==> src/rtl/elevator_car_if.sv <==
// Controller <-> car port: motion/door commands and cab buttons in, position and status out.
interface elevator_car_if #(
  parameter int unsigned FLOORS = 5
) ();
  logic              up;
  logic              down;
  logic              door;
  logic [FLOORS-1:0] cab_btn;
  logic [2:0]        floor;
  logic              moving;
  logic              door_open;
  logic              arrive;
  logic [FLOORS-1:0] cab_req;

  // Controller side drives commands and observes the car.
  modport master (
    output up, down, door, cab_btn,
    input  floor, moving, door_open, arrive, cab_req
  );

  // Car side responds to commands and reports status.
  modport slave (
    input  up, down, door, cab_btn,
    output floor, moving, door_open, arrive, cab_req
  );
endinterface

==> src/rtl/elevator_car.sv <==
// Cab-side model of one elevator car: single-floor moves, door sequencing,
// latched in-cab requests and status reporting back to the controller.
module elevator_car #(
  parameter int unsigned FLOORS        = 5,
  parameter int unsigned TRAVEL_CYCLES = 4,
  parameter int unsigned DOOR_CYCLES   = 3
) (
  input logic           clk,
  input logic           reset,
  elevator_car_if.slave bus
);

  localparam logic [1:0] IDLE      = 2'd0;
  localparam logic [1:0] MOVE_UP   = 2'd1;
  localparam logic [1:0] MOVE_DN   = 2'd2;
  localparam logic [1:0] DOOR_OPEN = 2'd3;

  localparam int unsigned       CNT_W       = 8;
  localparam logic [CNT_W-1:0]  TRAVEL_LOAD = CNT_W'(TRAVEL_CYCLES - 1);
  localparam logic [CNT_W-1:0]  DOOR_LOAD   = CNT_W'(DOOR_CYCLES - 1);
  localparam logic [2:0]        TOP_FLOOR   = 3'(FLOORS - 1);
  localparam logic [FLOORS-1:0] FLOOR_ONE   = FLOORS'(1);

  logic [1:0]        state_q, state_d;
  logic [CNT_W-1:0]  cnt_q, cnt_d;
  logic [2:0]        floor_q, floor_d;
  logic              arrive_q, arrive_d;
  logic              moving_q, door_open_q;
  logic [FLOORS-1:0] cab_req_q, cab_req_d;
  logic [FLOORS-1:0] clr;

  // State, timer, position and request registers; everything clears at once on reset.
  always_ff @(posedge clk or negedge reset) begin
    if (!reset) begin
      state_q     <= IDLE;
      cnt_q       <= '0;
      floor_q     <= '0;
      arrive_q    <= 1'b0;
      moving_q    <= 1'b0;
      door_open_q <= 1'b0;
      cab_req_q   <= '0;
    end else begin
      state_q     <= state_d;
      cnt_q       <= cnt_d;
      floor_q     <= floor_d;
      arrive_q    <= arrive_d;
      moving_q    <= (state_d == MOVE_UP) || (state_d == MOVE_DN);
      door_open_q <= (state_d == DOOR_OPEN);
      cab_req_q   <= cab_req_d;
    end
  end

  // Next-state, timer and floor logic; request clear for the floor whose door is opening.
  always_comb begin
    state_d  = state_q;
    cnt_d    = cnt_q;
    floor_d  = floor_q;
    arrive_d = 1'b0;
    case (state_q)
      IDLE: begin
        if (bus.door) begin
          state_d = DOOR_OPEN;
          cnt_d   = DOOR_LOAD;
        end else if (bus.up && !bus.down && (floor_q < TOP_FLOOR)) begin
          state_d = MOVE_UP;
          cnt_d   = TRAVEL_LOAD;
        end else if (bus.down && !bus.up && (floor_q != 3'd0)) begin
          state_d = MOVE_DN;
          cnt_d   = TRAVEL_LOAD;
        end
      end
      MOVE_UP, MOVE_DN: begin
        if (cnt_q != '0) begin
          cnt_d = cnt_q - CNT_W'(1);
        end else begin
          floor_d  = (state_q == MOVE_UP) ? floor_q + 3'd1 : floor_q - 3'd1;
          arrive_d = 1'b1;
          state_d  = IDLE;
        end
      end
      DOOR_OPEN: begin
        if (bus.door) begin
          cnt_d = DOOR_LOAD;
        end else if (cnt_q != '0) begin
          cnt_d = cnt_q - CNT_W'(1);
        end else begin
          state_d = IDLE;
        end
      end
      default: state_d = IDLE;
    endcase
    clr       = (state_d == DOOR_OPEN) ? (FLOOR_ONE << floor_q) : '0;
    cab_req_d = (cab_req_q | bus.cab_btn) & ~clr;
  end

  assign bus.floor     = floor_q;
  assign bus.moving    = moving_q;
  assign bus.door_open = door_open_q;
  assign bus.arrive    = arrive_q;
  assign bus.cab_req   = cab_req_q;

endmodule
==> src/flat_wrapper.sv <==
// flat-port wrapper written by rule: the top's interface ports become plain ports
module elevator_car_flat 
#(
  parameter int unsigned FLOORS        = 5,
  parameter int unsigned TRAVEL_CYCLES = 4,
  parameter int unsigned DOOR_CYCLES   = 3
)
  (clk, reset, bus_up, bus_down, bus_door, bus_cab_btn, bus_floor, bus_moving, bus_door_open, bus_arrive, bus_cab_req);
  elevator_car_if #(.FLOORS(FLOORS)) bus_i ();
  input logic clk;
  input logic reset;
  input wire logic [$bits(bus_i.up)-1:0] bus_up;
  input wire logic [$bits(bus_i.down)-1:0] bus_down;
  input wire logic [$bits(bus_i.door)-1:0] bus_door;
  input wire logic [$bits(bus_i.cab_btn)-1:0] bus_cab_btn;
  output wire logic [$bits(bus_i.floor)-1:0] bus_floor;
  output wire logic [$bits(bus_i.moving)-1:0] bus_moving;
  output wire logic [$bits(bus_i.door_open)-1:0] bus_door_open;
  output wire logic [$bits(bus_i.arrive)-1:0] bus_arrive;
  output wire logic [$bits(bus_i.cab_req)-1:0] bus_cab_req;
  assign bus_i.up = bus_up;
  assign bus_i.down = bus_down;
  assign bus_i.door = bus_door;
  assign bus_i.cab_btn = bus_cab_btn;
  assign bus_floor = bus_i.floor;
  assign bus_moving = bus_i.moving;
  assign bus_door_open = bus_i.door_open;
  assign bus_arrive = bus_i.arrive;
  assign bus_cab_req = bus_i.cab_req;
  elevator_car #(.FLOORS(FLOORS), .TRAVEL_CYCLES(TRAVEL_CYCLES), .DOOR_CYCLES(DOOR_CYCLES)) u_core (.clk(clk), .reset(reset), .bus(bus_i));
endmodule
==> config.mk <==
export PLATFORM = sky130hd
export DESIGN_NAME = elevator_car_flat
export DESIGN_NICKNAME = d
export VERILOG_FILES = /design/src/rtl/elevator_car_if.sv /design/src/rtl/elevator_car.sv /design/src/flat_wrapper.sv
export SDC_FILE = /design/constraint.sdc
export NUM_CORES = 1
export LEC_CHECK = 0
export CAP_MARGIN = 5
export CELL_PAD_IN_SITES_DETAIL_PLACEMENT = 1
export CELL_PAD_IN_SITES_GLOBAL_PLACEMENT = 1
export CORE_ASPECT_RATIO = 1.5
export CORE_MARGIN = 10
export CORE_UTILIZATION = 43
export CTS_CLUSTER_SIZE = 12
export DETAILED_ROUTE_END_ITERATION = 10
export HOLD_SLACK_MARGIN = 0.06
export PLACE_DENSITY_LB_ADDON = 0.1
export SETUP_SLACK_MARGIN = 0.3
export SLEW_MARGIN = 5
export SYNTH_ARGS = -nofsm -noshare
export SYNTH_HDL_FRONTEND = slang
export SYNTH_SLANG_ARGS = --single-unit
==> constraint.sdc <==
create_clock -name clk -period 5.29 [get_ports clk]
set_input_delay 1.058 -clock clk [delete_from_list [all_inputs] [get_ports clk]]
set_output_delay 1.058 -clock clk [all_outputs]
set_load 0.03 [all_outputs]
==> metrics.md, run 1 <==
| Metric | Value |
|---|---|
| Worst setup EP type | flop |
| Post-Synthesis Cells | 111 |
| WL met1 | 1236 um |
| Htree depth | 1 |
| Max-slew violations | 0 |
| Hold-fix buffers, CTS | 0 |
| Min cycle time layout | 2.907 ns |
| Syn_area_per_cell | 10.57 um^2 |
| Pre-antenna DRT Iters | 2 |
| WL met3 | 75 um |
| Total CTS buffers | 3 |
| CP peak stage delay | 0.53 ns |
| Antenna Violating Nets Remaining | 0 |
| Worst path cell trace | clkdlybuf4s50_1 > nor3b_1 > a311o_1 > nor4b_1 > a22o_1 |
| Bufs on Longest Clock Path | 2 |
| Distinct cells, synth | 39 |
| First-pass GRT wire length | 5002 um |
| Die area | 5262 um^2 |
| TritonCTS clock tree | built |
| Required time of the critical path | 5.50 ns |
| Vias in the first global route | 969 |
| DR iter-0 viols | 16 |
| Wirelength per Cell | 16.23 um |
| Placed Area | 1379 um^2 |
| Clk Latency, worst-skew pair | 0.27 ns |
| Die Wd | 62.66 um |
| Fillers | 305 |
| Final Skew | 0.004065 ns |
| Largest net degree at the start of global routing | 22 |
| Slowest cell on crit path | nor4b_1 |
| GP Congestion | 0.7687 |
| Area grow syn2layout | 21.64% |
| Worst EP arrival | 3.12 ns |
| Antenna fix cells | 0 |
| WL met2 | 1368 um |
| GRT overflow | 0 |
| Chip Height | 83.99 um |
| Highest metal used | met4 |
| Post-DR vias/cell | 5.429 |
| Starting Density | 44.33% |
| Sequential area share after synthesis | 44.78% |
| Setup CP Type | in -> reg |
| Core area | 2648 um^2 |
| Most common cell after layout, fill and taps aside | dfrtp_1 |
| Final hold viol count | 0 |
| Post-route cell area | 1428 um^2 |
| Slew @ Worst Pin | 0.9340 ns |
| Synth Net Count | 129 |
| Status | completed |
| # Post-CTS Setup Buffers | 0 |
| DP HPWL | 2125 um |
| Worst-path clk slew | 0.09 ns |
| GRT Util Overall | 11.44% |
| Number of port buffers | 20 |
| # resized after CTS | 0 |
| CP max FO | 12 |
| Initial antenna violation count | 0 |
| Total wire length | 2727 um |
| Final #Nets | 150 |
| Yosys warns | 0 |
| Setup Viol. Count Final | 0 |
| RSZ-0062 raised after global routing | false |
| Critical Path Source Type | primary input |
| Root buffer cell | clkbuf_8 |
| Mapped Area | 1174 um^2 |
| Placement Setup Slack | 2.093 ns |
| Most frequent cells in the layout | dfrtp_1, clkdlybuf4s50_1, nor2_1, inv_1, ha_1 |
| TNS Setup | 0 ns |
| Hold Crit Class | reg -> reg |
| Max Fclk | 0.3440 GHz |
| Routed vias | 912 |
| Final worst path period share | 54.95% |
| PD cells | 682.5 nW/um^2 |
| Share of cells above drive strength 1 | 7.634% |
| Yosys reg bits | 21 |
| Row count | 23 |
| Max-Slew Margin vs Limit | 37.54% |
| Setup ws final | 2.383 ns |
| MaxCap Viol Count | 0 |
| DRC violations left | 0 |
| IO Pins | 21 |
| Peak supply drop | 0.2932 mV |
| TritonCTS Sinks | 21 |
| Leak | 0.6158 nW |
[synthesized netlist by cell type, drive strengths merged]
library cell  number  area share, %
a2111oi            1           0.75
a211oi             2            1.3
a21o               1           0.64
a21oi              2           0.85
a22o               6            4.5
a22oi              1           0.64
a311o              1           0.85
a31oi              3            1.6
a41o               1           0.85
and2b              1           0.75
and3               1           0.53
buf                4            3.5
dfrtp             21             45
fa                 1            1.7
ha                 7            7.5
inv               10            3.2
mux2               1           0.96
nand2              3           0.96
nand3              3            1.3
nor2              11            3.5
nor2b              2            1.1
nor3               2           0.85
nor3b              2            1.3
nor4               3            2.1
nor4b              1           0.75
o21ai              3            1.6
o21bai             1           0.64
o22a               1           0.75
o311ai             1           0.75
o31ai              5            3.2
o32ai              2            1.5
or2b               1           0.75
or3                1           0.53
or3b               1           0.75
or4                1           0.64
xnor2              3            2.2
[final timing paths]
path	depth (start not counted)	end	slack, ns	start
setup reg to reg	7	u_core.bus.cab_req[4]	2.77	u_core.cnt_q[4]
hold reg to reg	2	u_core.bus.cab_req[2]	0.54	u_core.bus.cab_req[2]
hold / removal	2	u_core.bus.cab_req[2]	0.54	u_core.bus.cab_req[2]
setup / recovery	5	u_core.cnt_q[7]	2.38	bus_up
max in group asynchronous	1	u_core.cnt_q[1]	3.42	reset
min in group asynchronous	1	u_core.bus.cab_req[2]	1.30	reset
[critical path, delay by kind of cell]
family | cells | cell delay (ns)
simple gates | 2 | 0.89
buf+inv | 1 | 0.48
compound gates | 2 | 0.69
[per-stage QoR]
stage / cells / power [mW] / util (%) / hold slack [ns]
floorplan: 111 / 0.7263 / - / 0.4789
finish: 168 / 0.9743 / 53.92 / 0.5408
global placement: 164 / 0.8548 / 52.08 / 0.5068
detailed placement: 164 / 0.8654 / 52.08 / 0.5199
CTS: 168 / 0.9818 / 53.92 / 0.5430
global route: 168 / 1.075 / 53.92 / 0.5597
[logic make-up (layout without fill, tap and decap cells)]
logic type | count (synthesis) | in the layout | share of synthesized area (%)
AOI/OAI and AO/OA | 31 | 31 | 20.36
xor gates and xnor gates | 3 | 3 | 2.239
adders and majority gates | 8 | 8 | 9.168
buffers and inverters | 14 | 34 | 6.717
DFF | 21 | 21 | 44.78
muxes | 1 | 1 | 0.9594
and+or+nand+nor | 33 | 33 | 15.78
[sequential cells by signal, summed over array words and instances, names as in the netlist]
name,cells
u_core.bus.cab_req,5
u_core.bus.arrive,1
u_core.bus.moving,1
u_core.bus.door_open,1
u_core.state_q,2
u_core.cnt_q,8
u_core.bus.floor,3
[per-layer routing]
| layer | GRT usage (%) | up-vias |
|---|---|---|
| met3 | 1.747 | 5 |
| met4 | 4.898 | 0 |
| met2 | 19.10 | 18 |
| met5 | 0 | - |
| li1 | - | 451 |
| met1 | 14.05 | 438 |
[area by class of cell]
type	count	area (um^2)	share of cell area [%]
clock inverter	1	7.507	0.5259
tap	37	46.29	3.243
clock buffer	3	41.29	2.892
timing repair buffer	20	200.2	14.02
sequential	21	525.5	36.81
inverter	10	37.54	2.629
multi-input combinational	76	569.3	39.88
[power by group]
part | internal, mW | switching (mW)
registers | 0.227 | 0.0724
clock network | 0.0534 | 0.0603
logic | 0.239 | 0.322
total | 0.520 | 0.454
No activity file was read; power rests on OpenSTA's default activity.
==> inputs of run 2 (changes only) <==
- CORE_UTILIZATION: 43 -> 40
- clock period: 5.29 -> 2.91 ns (I/O delays scaled with it)
==> metrics.md, run 2 (synthesis gave the netlist of run 1 again) <==
| Metric | Value |
|---|---|
| Critical Path Source Type | flop (was primary input) |
| Tot Pwr | 1.822 mW (was 0.9743 mW) |
| Most used cell, CP | ha_1 |
| Total CTS buffers | 3 (unchanged) |
| Worst EP arrival | 2.46 ns (was 3.12 ns) |
| Bufs on Longest Clock Path | 2 (unchanged) |
| Fillers | 317 (was 305) |
| GRT Util Overall | 11.14% (was 11.44%) |
| Final Skew | 0.001445 ns (was 0.004065 ns) |
| Slew @ Worst Pin | 0.5242 ns (was 0.9340 ns) |
| Clk Latency, worst-skew pair | 0.26 ns (was 0.27 ns) |
| Number of port buffers | 20 (unchanged) |
| Largest Register | u_core.cnt_q (unchanged) |
| # Post-CTS Setup Buffers | 0 (unchanged) |
| Area grow syn2layout | 24.20% (was 21.64%) |
| GRT overflow | 0 (unchanged) |
| Post-DR vias/cell | 5.437 (was 5.429) |
| Slowest cell on crit path | dfrtp_1 (was nor4b_1) |
| Final worst path period share | 79.90% |
| Core area | 2853 um^2 (was 2648 um^2) |
| IO Pins | 21 (unchanged) |
| Min cycle time layout | 2.325 ns |
| DR iter-0 viols | 27 (was 16) |
| Max-slew violations | 0 (unchanged) |
| Starting Density | 41.14% (was 44.33%) |
| Required time of the critical path | 3.04 ns (was 5.50 ns) |
| Most common cell after layout, fill and taps aside | dfrtp_1 (unchanged) |
| Stages on the worst setup path | 8 (was 5) |
| DRC violations left | 0 (unchanged) |
| Status | completed (unchanged) |
| Multi-input logic area | 569.3 um^2 (unchanged) |
| Pre-antenna DRT Iters | 4 (was 2) |
| Critical path buffers and inverters | 1 (unchanged) |
| Largest net degree at the start of global routing | 22 (unchanged) |
| TritonCTS clock tree | built (unchanged) |
| Final Instance Count excl. Fillers | 174 (was 168) |
| Hold-fix buffers, CTS | 0 (unchanged) |
| Root buffer cell | clkbuf_8 (unchanged) |
| Share of cells above drive strength 1 | 10.37% (was 7.634%) |
| Hold Path Stages | 2 (unchanged) |
| Wirelength per Cell | 16.24 um (was 16.23 um) |
| Placed instance count | 170 (was 164) |
| Die Wd | 64.23 um (was 62.66 um) |
| Final #Nets | 154 (was 150) |
| Max Fclk | 0.4301 GHz |
| Max reg flops | 8 (unchanged) |
| Chip Height | 86.34 um (was 83.99 um) |
| MaxCap Viol Count | 0 (unchanged) |
| Vias in the first global route | 1,015 (was 969) |
| Initial antenna violation count | 0 (unchanged) |
| Worst path cell trace | inv_1 > ha_1 > nor2_1 > a2111oi_0 > o21bai_1 > ha_1 > nor2b_1 > a31oi_1 (was clkdlybuf4s50_1 > nor3b_1 > a311o_1 > nor4b_1 > a22o_1) |
| Total wire length | 2825 um (was 2727 um) |
| First-pass GRT wire length | 4974 um (was 5002 um) |
| RSZ-0062 raised after global routing | false (unchanged) |
| Antenna fix cells | 0 (unchanged) |
| Row count | 24 (was 23) |
| Max-Slew Margin vs Limit | 64.56% (was 37.54%) |
| PD cells | 1250 nW/um^2 (was 682.5 nW/um^2) |
| Setup CP Type | reg -> reg (was in -> reg) |
| TritonCTS Sinks | 21 (unchanged) |
| Storage element area | 525.5 um^2 (unchanged) |
| Antenna Violating Nets Remaining | 0 (unchanged) |
| Leak | 0.6384 nW (was 0.6158 nW) |
| Htree depth | 1 (unchanged) |
| Most frequent cells in the layout | dfrtp_1, clkdlybuf4s50_1, nor2_1, inv_1, ha_1 (unchanged) |
| Crit path max-delay family | compound AO/OA/AOI/OAI gates (was simple AND/OR/NAND/NOR gates) |
| Final hold viol count | 0 (unchanged) |
| Worst-path clk slew | 0.08 ns (was 0.09 ns) |
| GP Congestion | 0.7602 (was 0.7687) |
| Worst setup EP type | flop (unchanged) |
| CP peak stage delay | 0.42 ns (was 0.53 ns) |
| Routed vias | 946 (was 912) |
| DP HPWL | 2253 um (was 2125 um) |
| # resized after CTS | 0 (unchanged) |
| CP max FO | 4 (was 12) |
| Die area | 5545 um^2 (was 5262 um^2) |
| Hold Crit Class | reg -> reg (unchanged) |
| Worst R2R Path Depth | 8 (was 7) |
| Peak supply drop | 0.5591 mV (was 0.2932 mV) |
| TNS Setup | 0 ns (unchanged) |
| Setup Viol. Count Final | 0 (unchanged) |
==> run 2: cell types whose count changed in the layout (fill, tap and decap cells not counted), sizes merged <==
| cell | before | now |
|---|---|---|
| clkinv | 0 | 1 |
| clkinvlp | 1 | 0 |
| buf | 0 | 4 |
==> run 2: final cells by class <==
| class | instances | share of cell area [%] |
|---|---|---|
| Sequential cell | 21 | 36.05 |
| Tap cell | 39 | 3.348 |
| Timing Repair Buffer | 24 | 15.79 |
| Clock inverter | 1 | 0.3433 |
| Clock buffer | 3 | 2.833 |
| Inverter | 10 | 2.575 |
| Multi-Input combinational cell | 76 | 39.06 |
==> run 2: worst register-to-register path: stages, from the launching register on <==
cell	delay, ns
dfrtp_1	0.42
inv_1	0.11
ha_1	0.39
nor2_1	0.11
a2111oi_0	0.36
o21bai_1	0.19
ha_1	0.24
nor2b_1	0.27
a31oi_1	0.12
==> run 2: power by group <==
group	leakage (nW)	switching, mW	internal (mW)
sequential	0.250	0.134	0.414
clock	0.0255	0.0944	0.0953
combinational	0.363	0.606	0.478
total	0.638	0.834	0.987
==> run 2: per-stage QoR <==
| stage | util [%] | setup slack [ns] | hold slack, ns | instance area, um^2 |
|---|---|---|---|---|
| after floorplan | - | 0.7541 | 0.2864 | 1174 |
| after global placement | 49.47 | 0.3190 | 0.5021 | 1411 |
| after detailed placement | 49.47 | 0.2870 | 0.5123 | 1411 |
| after CTS | 51.10 | 0.5594 | 0.5298 | 1458 |
| after global routing | 51.10 | 0.3466 | 0.5547 | 1458 |
| final | 51.10 | 0.5851 | 0.5240 | 1458 |
==> run 2: routing by layer <==
layer | wire (um) | vias to the layer above | track usage [%]
met2 | 1416 | 23 | 18.98
met5 | 0 | - | 0
met3 | 130 | 6 | 2.713
li1 | - | 459 | -
met4 | 65 | 0 | 6.250
met1 | 1212 | 458 | 12.31
==> run 2: worst paths after layout <==
kind	from	end	slack, ns
worst min-delay path	u_core.bus.cab_req[2]	u_core.bus.cab_req[2]	0.52
min in group asynchronous	reset	u_core.bus.door_open	0.67
max in group asynchronous	reset	u_core.cnt_q[7]	2.02
worst max-delay path	u_core.state_q[0]	u_core.bus.cab_req[4]	0.59
worst min register to register	u_core.bus.cab_req[2]	u_core.bus.cab_req[2]	0.52
worst max register to register	u_core.state_q[0]	u_core.bus.cab_req[4]	0.59
